### config.mk
export PLATFORM = sky130hd
export DESIGN_NAME = pipe_hazard_ctrl
export DESIGN_NICKNAME = d
export VERILOG_FILES = /design/src/rtl/arm_pipe_pkg.sv /design/src/rtl/pipe_scoreboard.sv /design/src/rtl/pipe_hazard_ctrl.sv
export SDC_FILE = /design/constraint.sdc
export NUM_CORES = 1
export LEC_CHECK = 0
export BUFFER_PORTS_ARGS = -buffer_cell sky130_fd_sc_hd__buf_2
export CAP_MARGIN = 20
export CORE_MARGIN = 1.5
export CORE_UTILIZATION = 35
export CTS_CLUSTER_SIZE = 20
export DETAILED_ROUTE_END_ITERATION = 7
export HOLD_SLACK_MARGIN = 0.05
export PLACE_DENSITY_LB_ADDON = 0.25
export SKIP_CTS_REPAIR_TIMING = 1
export SYNTH_ARGS = -nofsm -noshare
export SYNTH_HDL_FRONTEND = slang
export SYNTH_HIERARCHICAL = 1
export SYNTH_SLANG_ARGS = --single-unit
### constraint.sdc
create_clock -name clk -period 3.52 [get_ports clk]
set_input_delay 0.176 -clock clk [delete_from_list [all_inputs] [get_ports clk]]
set_output_delay 0.176 -clock clk [all_outputs]
set_load 0.01 [all_outputs]
### src/rtl/arm_pipe_pkg.sv
// Shared types and helpers for the parametrised hazard controller.
// Scoreboard entries carry a fixed-width destination so the package stays parameter-free.
package arm_pipe_pkg;

   localparam int         MAX_REG_W = 8;
   localparam logic [2:0] FWD_RF    = 3'd0;

   typedef struct packed {
      logic                 valid;
      logic [MAX_REG_W-1:0] dest;
      logic                 wb_en;
      logic                 mem_r;
   } sb_entry_t;

   // Bits needed to encode a forwarding select up to DEPTH+1.
   function automatic int fwd_sel_width(input int depth);
      return $clog2(depth + 2);
   endfunction

endpackage

### src/rtl/pipe_scoreboard.sv
// DEPTH-entry shift register of in-flight destinations with hold/bubble control.
// Emits per-entry match vectors for both ID sources plus each entry's load flag.
module pipe_scoreboard
   import arm_pipe_pkg::*;
#(
   parameter int REG_W = 4,
   parameter int DEPTH = 2
) (
   input  logic             clk,
   input  logic             rst,
   input  logic             i_hold,
   input  logic             i_bubble,
   input  sb_entry_t        i_entry,
   input  logic [REG_W-1:0] i_src1,
   input  logic [REG_W-1:0] i_src2,
   output logic [DEPTH-1:0] o_match1,
   output logic [DEPTH-1:0] o_match2,
   output logic [DEPTH-1:0] o_load
);

   sb_entry_t            r_entry [DEPTH];
   sb_entry_t            w_head;
   logic [MAX_REG_W-1:0] w_src1;
   logic [MAX_REG_W-1:0] w_src2;

   assign w_src1 = MAX_REG_W'(i_src1);
   assign w_src2 = MAX_REG_W'(i_src2);
   assign w_head = i_bubble ? '0 : i_entry;

   always_ff @(posedge clk or negedge rst) begin
      if (!rst) begin
         for (int k = 0; k < DEPTH; k++) r_entry[k] <= '0;
      end else if (!i_hold) begin
         r_entry[0] <= w_head;
         for (int k = 1; k < DEPTH; k++) r_entry[k] <= r_entry[k-1];
      end
   end

   genvar gi;
   generate
      for (gi = 0; gi < DEPTH; gi++) begin : g_match
         assign o_match1[gi] = r_entry[gi].valid & r_entry[gi].wb_en & (r_entry[gi].dest == w_src1);
         assign o_match2[gi] = r_entry[gi].valid & r_entry[gi].wb_en & (r_entry[gi].dest == w_src2);
         assign o_load[gi]   = r_entry[gi].mem_r;
      end
   endgenerate

endmodule

### src/rtl/pipe_hazard_ctrl.sv
// Pipeline hazard controller: freeze/flush/stall priority, registered EXE forwarding
// selects and saturating stall/flush cycle counters on top of the destination scoreboard.
module pipe_hazard_ctrl
   import arm_pipe_pkg::*;
#(
   parameter int REG_W  = 4,
   parameter int DEPTH  = 2,
   parameter int FWD_EN = 1,
   parameter int CNT_W  = 32
) (
   input  logic             clk,
   input  logic             rst,
   input  logic             id_valid,
   input  logic [REG_W-1:0] id_src1,
   input  logic [REG_W-1:0] id_src2,
   input  logic             id_two_src,
   input  logic [REG_W-1:0] id_dest,
   input  logic             id_wb_en,
   input  logic             id_mem_r,
   input  logic             branch_taken,
   input  logic             mem_busy,
   output logic             freeze,
   output logic             flush,
   output logic             stall_all,
   output logic [2:0]       fwd_sel_a,
   output logic [2:0]       fwd_sel_b,
   output logic [CNT_W-1:0] stall_cnt,
   output logic [CNT_W-1:0] flush_cnt
);

   localparam int SEL_W = fwd_sel_width(DEPTH);

   logic [DEPTH-1:0] w_match1, w_match2, w_load;
   logic             w_hazard, w_flush, w_freeze, w_bubble;
   sb_entry_t        w_entry;
   logic [SEL_W-1:0] w_sel_a, w_sel_b, r_sel_a, r_sel_b;
   logic [CNT_W-1:0] r_stall_cnt, r_flush_cnt;

   pipe_scoreboard #(.REG_W(REG_W), .DEPTH(DEPTH)) u_sb (
      .clk      (clk),
      .rst      (rst),
      .i_hold   (mem_busy),
      .i_bubble (w_bubble),
      .i_entry  (w_entry),
      .i_src1   (id_src1),
      .i_src2   (id_src2),
      .o_match1 (w_match1),
      .o_match2 (w_match2),
      .o_load   (w_load)
   );

   function automatic logic [SEL_W-1:0] enc_lowest(input logic [DEPTH-1:0] m);
      enc_lowest = SEL_W'(FWD_RF);
      for (int k = DEPTH - 1; k >= 0; k--)
         if (m[k]) enc_lowest = SEL_W'(k + 2);
   endfunction

   // With forwarding only a load still in EXE cannot supply its result in time.
   always_comb begin
      if (FWD_EN != 0)
         w_hazard = w_load[0] & (w_match1[0] | (id_two_src & w_match2[0]));
      else
         w_hazard = (|w_match1) | (id_two_src & (|w_match2));
   end

   assign w_flush  = branch_taken & ~mem_busy;
   assign w_freeze = mem_busy | (id_valid & w_hazard & ~branch_taken);
   assign w_bubble = w_flush | w_hazard | ~id_valid;

   always_comb begin
      w_entry       = '0;
      w_entry.valid = 1'b1;
      w_entry.dest  = MAX_REG_W'(id_dest);
      w_entry.wb_en = id_wb_en;
      w_entry.mem_r = id_mem_r;
   end

   always_comb begin
      w_sel_a = '0;
      w_sel_b = '0;
      if (FWD_EN != 0 && !w_bubble) begin
         w_sel_a = enc_lowest(w_match1);
         if (id_two_src) w_sel_b = enc_lowest(w_match2);
      end
   end

   always_ff @(posedge clk or negedge rst) begin
      if (!rst) begin
         r_sel_a <= '0;
         r_sel_b <= '0;
      end else if (!mem_busy) begin
         r_sel_a <= w_sel_a;
         r_sel_b <= w_sel_b;
      end
   end

   always_ff @(posedge clk or negedge rst) begin
      if (!rst) begin
         r_stall_cnt <= '0;
         r_flush_cnt <= '0;
      end else begin
         if (w_freeze && (r_stall_cnt != '1)) r_stall_cnt <= r_stall_cnt + CNT_W'(1);
         if (w_flush && (r_flush_cnt != '1))  r_flush_cnt <= r_flush_cnt + CNT_W'(1);
      end
   end

   assign freeze    = w_freeze;
   assign flush     = w_flush;
   assign stall_all = mem_busy;
   assign fwd_sel_a = 3'(r_sel_a);
   assign fwd_sel_b = 3'(r_sel_b);
   assign stall_cnt = r_stall_cnt;
   assign flush_cnt = r_flush_cnt;

endmodule

Word-level counts from Yosys, hierarchy flattened
Cells that the tools add are included.
{ "word_totals": {"regBits": 89, "output_inout_bits": 73, "wordCells": 47} }
{ "classes": {"addsub": 2, "eq_ne": 6, "n_mux": 8, "bitwise": 18, "n_reduce_logical": 2} }
{ "ops": {"columns": ["operator", "count"], "rows": [
  ["$add 32x1->32 const B", 2],
  ["$ne 32x32->1 const B", 2],
  ["$eq 8x4->1", 4],
  ["$mux 2", 7],
  ["$and 1x1->1", 11],
  ["$mux 11", 1],
  ["$or 1x1->1", 4],
  ["$not 1->1", 3],
  ["$logic_and 1x1->1", 2]
]} }

Depth between registers and ports, before layout
{ "logic_depth": {"ltp_word": 9, "depth_mapped": 9, "ltp_nobuf": 9} }

Hierarchy
Netlist, hierarchy kept.
{ "modules_own_cells": {"columns": ["mod", "instances", "cells_per_inst", "area_each_um2", "seq_area_each_um2"], "rows": [
  ["pipe_hazard_ctrl", 1, 333, 3370.7, 1701.6],
  ["pipe_scoreboard", 1, 100, 1128.6, 550.5]
]} }

Least setup slack after synthesis
Ideal clock, no wire load.
{ "synth_path": {"path_type": "register to register", "startpoint": "reg u_sb/r_entry[18] (netlist bit)", "endpoint": "reg r_stall_cnt[26] (netlist: stall_cnt[26])", "arrival_ns": 2.085, "required_ns": 3.394, "setup_slack_ns": 1.309, "stages_incl_launch_ff": 10, "n_path_buf": 1, "period_less_slack_ns": 2.211, "cell_sequence": "dfrtp_1 > nor4_1 > nand3_1 > nor2_1 > a21o_1 > a41oi_1 > nor2_1 > clkbuf_1 > nand4_1 > xnor2_1"} }
{ "synth_via": {"elab_chain_cells": 9} }
{ "synth_rtl": {"columns": ["item", "line", "rtl"], "rows": [
  ["from (decl)", "pipe_scoreboard.sv:21", "sb_entry_t r_entry [DEPTH];"],
  ["$eq 8x4->1", "pipe_scoreboard.sv:43", "assign o_match2[gi] = r_entry[gi].valid & r_entry[gi].wb_en & (r_entry[gi].dest == w_src2);"],
  ["$and 1x1->1", "pipe_scoreboard.sv:43", null],
  ["net w_match2[0]", "pipe_hazard_ctrl.sv:33", "logic [DEPTH-1:0] w_match1, w_match2, w_load;"],
  ["$and 1x1->1", "pipe_hazard_ctrl.sv:61", "w_hazard = w_load[0] & (w_match1[0] | (id_two_src & w_match2[0]));"],
  ["$or 1x1->1", "pipe_hazard_ctrl.sv:61", null],
  ["$and 1x1->1", "pipe_hazard_ctrl.sv:61", null],
  ["$and 1x1->1 (2 in a row)", "pipe_hazard_ctrl.sv:67", "assign w_freeze = mem_busy | (id_valid & w_hazard & ~branch_taken);"],
  ["$or 1x1->1", "pipe_hazard_ctrl.sv:67", null],
  ["$logic_and 1x1->1", "pipe_hazard_ctrl.sv:102", "if (w_freeze && (r_stall_cnt != '1)) r_stall_cnt <= r_stall_cnt + CNT_W'(1);"],
  ["to (signal assigned)", "pipe_hazard_ctrl.sv:102", null],
  ["to (decl)", "pipe_hazard_ctrl.sv:37", "logic [CNT_W-1:0] r_stall_cnt, r_flush_cnt;"]
]} }
The timed path passes the listed nets, and every way through them passes these cells.
A chain may end at the register's enable or synchronous reset.

Worst setup path in the final report
{ "layout_path": {"startpoint": "reg r_flush_cnt[15] (netlist: flush_cnt[15])", "endpoint": "reg r_flush_cnt[1] (netlist: flush_cnt[1])"} }
{ "layout_via": {"elab_chain_cells": 2} }
{ "layout_rtl": {"columns": ["item", "line", "rtl"], "rows": [
  ["from (decl)", "pipe_hazard_ctrl.sv:37", null],
  ["from (signal assigned)", "pipe_hazard_ctrl.sv:103", "if (w_flush && (r_flush_cnt != '1)) r_flush_cnt <= r_flush_cnt + CNT_W'(1);"],
  ["$ne 32x32->1", "pipe_hazard_ctrl.sv:103", null],
  ["$logic_and 1x1->1", "pipe_hazard_ctrl.sv:103", null]
]} }
Every way passes these cells.

==> results by group <==
STA
  – Final period util: 76.81%
  – Achievable Freq: 369.9 MHz
  – Final Skew: 13.55 ps
  – Worst setup margin: 816.5 ps
  – Slew HR: 44.21%
  – Min Clock Period, post-route: 2704 ps
  – Max Slew Vio Count: 0
  – Final setup viols: 0
  – Worst-Margin Slew: 833.3 ps
  – Final Hold Fails: 0
  – RSZ-0062 raised after global routing: false
  – Setup TNS: 0 ps

Worst setup path
  – Worst Setup End Kind: register
  – CP Class: register to register
  – CP max FO: 16
  – Arrival @ worst endpoint: 2920 ps
  – Data required, critical path: 3740 ps
  – CP startpoint kind: register

Power
  – Flop pwr share: 49.8%
  – Maximum vdd ir drop: 0.0002192 V
  – Clock share of power: 34.7%
  – Leakage power: 2.526 nW
  – P_int: 0.001793 W
  – Combinational power share: 15.4%
  – P per Cell Area: 469.2 mW/mm^2
  – Net switching power: 0.0007097 W
  – Switching Share: 28.36%

Global route
  – Number of global-route vias before repair: 3374
  – GRT Residual Overflow: 0
  – Initial antenna violation count: 0
  – First-pass GRT wire length: 16680 um
  – Gr usage total: 15.73%
  – Largest net degree at the start of global routing: 66

Floorplanning
  – Total die area: 0.01342 mm^2
  – Row count: 41
  – Die Ht: 115.8 um
  – Die width: 115.8 um
  – Core region area: 0.01252 mm^2
  – Initial Utilization: 35.60%
  – IO Count: 93

Synth
  – Synthesized area: 0.004456 mm^2
  – Synth Warn #: 6
  – Syn avg cell area: 10.36 um^2
  – Mapped Cells: 430

Clock tree
  – Num CTS Buffers: 9
  – Root Buffer: clkbuf_16
  – Clock Path Buffers: 2
  – TritonCTS clock tree: built
  – # clock sinks: 89
  – Worst-Skew Late Latency: 340 ps
  – Max H-tree Level: 3
  – CTS clk-pin slew, worst paths: 70 ps

Place
  – GP Congestion: 0.8335
  – Number of port buffers: 90
  – DP HPWL: 7161 um
  – DP Worst Slack: 832.1 ps

Routing
  – Drt drc: 0
  – Pre-antenna DRT Iters: 4
  – Initial drt markers: 270
  – Routed vias: 3454
  – Avg WL per Cell: 14.11 um
  – Drt total wl: 9894 um
  – Routed Antenna Nets: 0
  – Routed vias/inst: 4.927

Run
  – Max cap viols: 0

Hold path
  – Hold WC Path Type: primary input to register

Status
  – Outcome: finished clean

Cells and area
  – Number of diodes: 0
  – Nets@finish: 547
  – Layout area overhead: 19.71%
  – Ratio of cells with drive above 1 in the final layout: 24.20%
-- worst max-delay path, stage by stage, from the launching register on --
cell and delay, ps:
dfrtp_1 480, nand4_2 270, or4_1 600, nor4b_4 790, nor2_2 110, mux2_1 330
-- flip-flops by register name, indices dropped and copies added (netlist names) --
| register | count |
|---|---|
| r_sel_b | 2 |
| stall_cnt | 32 |
| u_sb/o_load | 1 |
| flush_cnt | 32 |
| u_sb/r_entry | 20 |
| r_sel_a | 2 |
-- worst paths after layout --
kind / slack [ps] / to / startpoint / cells past startpoint
setup reg to reg: 820 / flush_cnt[1] / flush_cnt[15] / 5
hold reg to reg: 480 / r_sel_b[0] / r_sel_b[0] / 2
hold / removal: 80 / u_sb/r_entry[12] / id_wb_en / 2
min in group asynchronous: 490 / stall_cnt[7] / rst / 2
max in group asynchronous: 2180 / stall_cnt[27] / rst / 3
setup / recovery: 820 / flush_cnt[1] / flush_cnt[15] / 5
-- routing by layer --
metal	global-route usage, %	wire length (um)	up-vias
met5	0	0	-
met4	7.073	181	0
met3	4.184	475	16
met2	23.76	4485	87
met1	21.20	4752	1665
li1	-	-	1686
-- area by class of cell --
cell class              instances  area, um^2
clock buffers                  12       246.5
inverters                       8       30.03
fillers                      1268        7183
well taps                     172       215.2
flip-flops and latches         89        2227
clock inverters                 3       17.52
multi-input cells             323        2112
repair buffers                 94       485.5
-- stage by stage --
step	instances	hold slack (ps)	area (um^2)	util (%)	total power [W]
2_1_floorplan	435	-119.6	4474	-	0.001479
3_3_place_gp	685	322.2	5060	40.42	0.001643
3_5_place_dp	685	337.3	5060	40.42	0.001657
4_1_cts	700	-20.31	5324	42.53	0.002539
5_1_grt	701	70.76	5334	42.61	0.002654
6_report	701	75.05	5334	42.61	0.002503
-- cells in the final DEF, fill, tap and decap left out, drive strengths merged --
cell type,instances
nor3,17
ha,2
xnor2,49
xor2,21
and2,3
inv,8
buf,93
o32a,1
dfrtp,89
nand2b,11
nor2,39
or3b,1
conb,7
nor4,11
a2111oi,1
mux2,13
a31oi,3
clkinvlp,1
nor4bb,1
nand3,38
and3,7
clkinv,2
o21a,1
o211ai,2
nand2,37
a41oi,1
a21o,1
dlygate4sd3,1
nor4b,2
or3,1
or2,1
nand4b,2
a32o,1
clkbuf,12
or4,2
nand4,27
a21oi,6
o21ai,13
a22o,1
-- power groups by stage --
stage | clock (W) | combinational (W) | sequential (W)
finish | 0.000869 | 0.000386 | 0.00125
global route | 0.000945 | 0.000438 | 0.00127
CTS | 0.000899 | 0.000392 | 0.00125
detailed placement | 0 | 0.000391 | 0.00127
global placement | 0 | 0.000385 | 0.00126
floorplan | 0 | 0.000198 | 0.00128
Note: power is estimated with default switching activity, not from simulation.
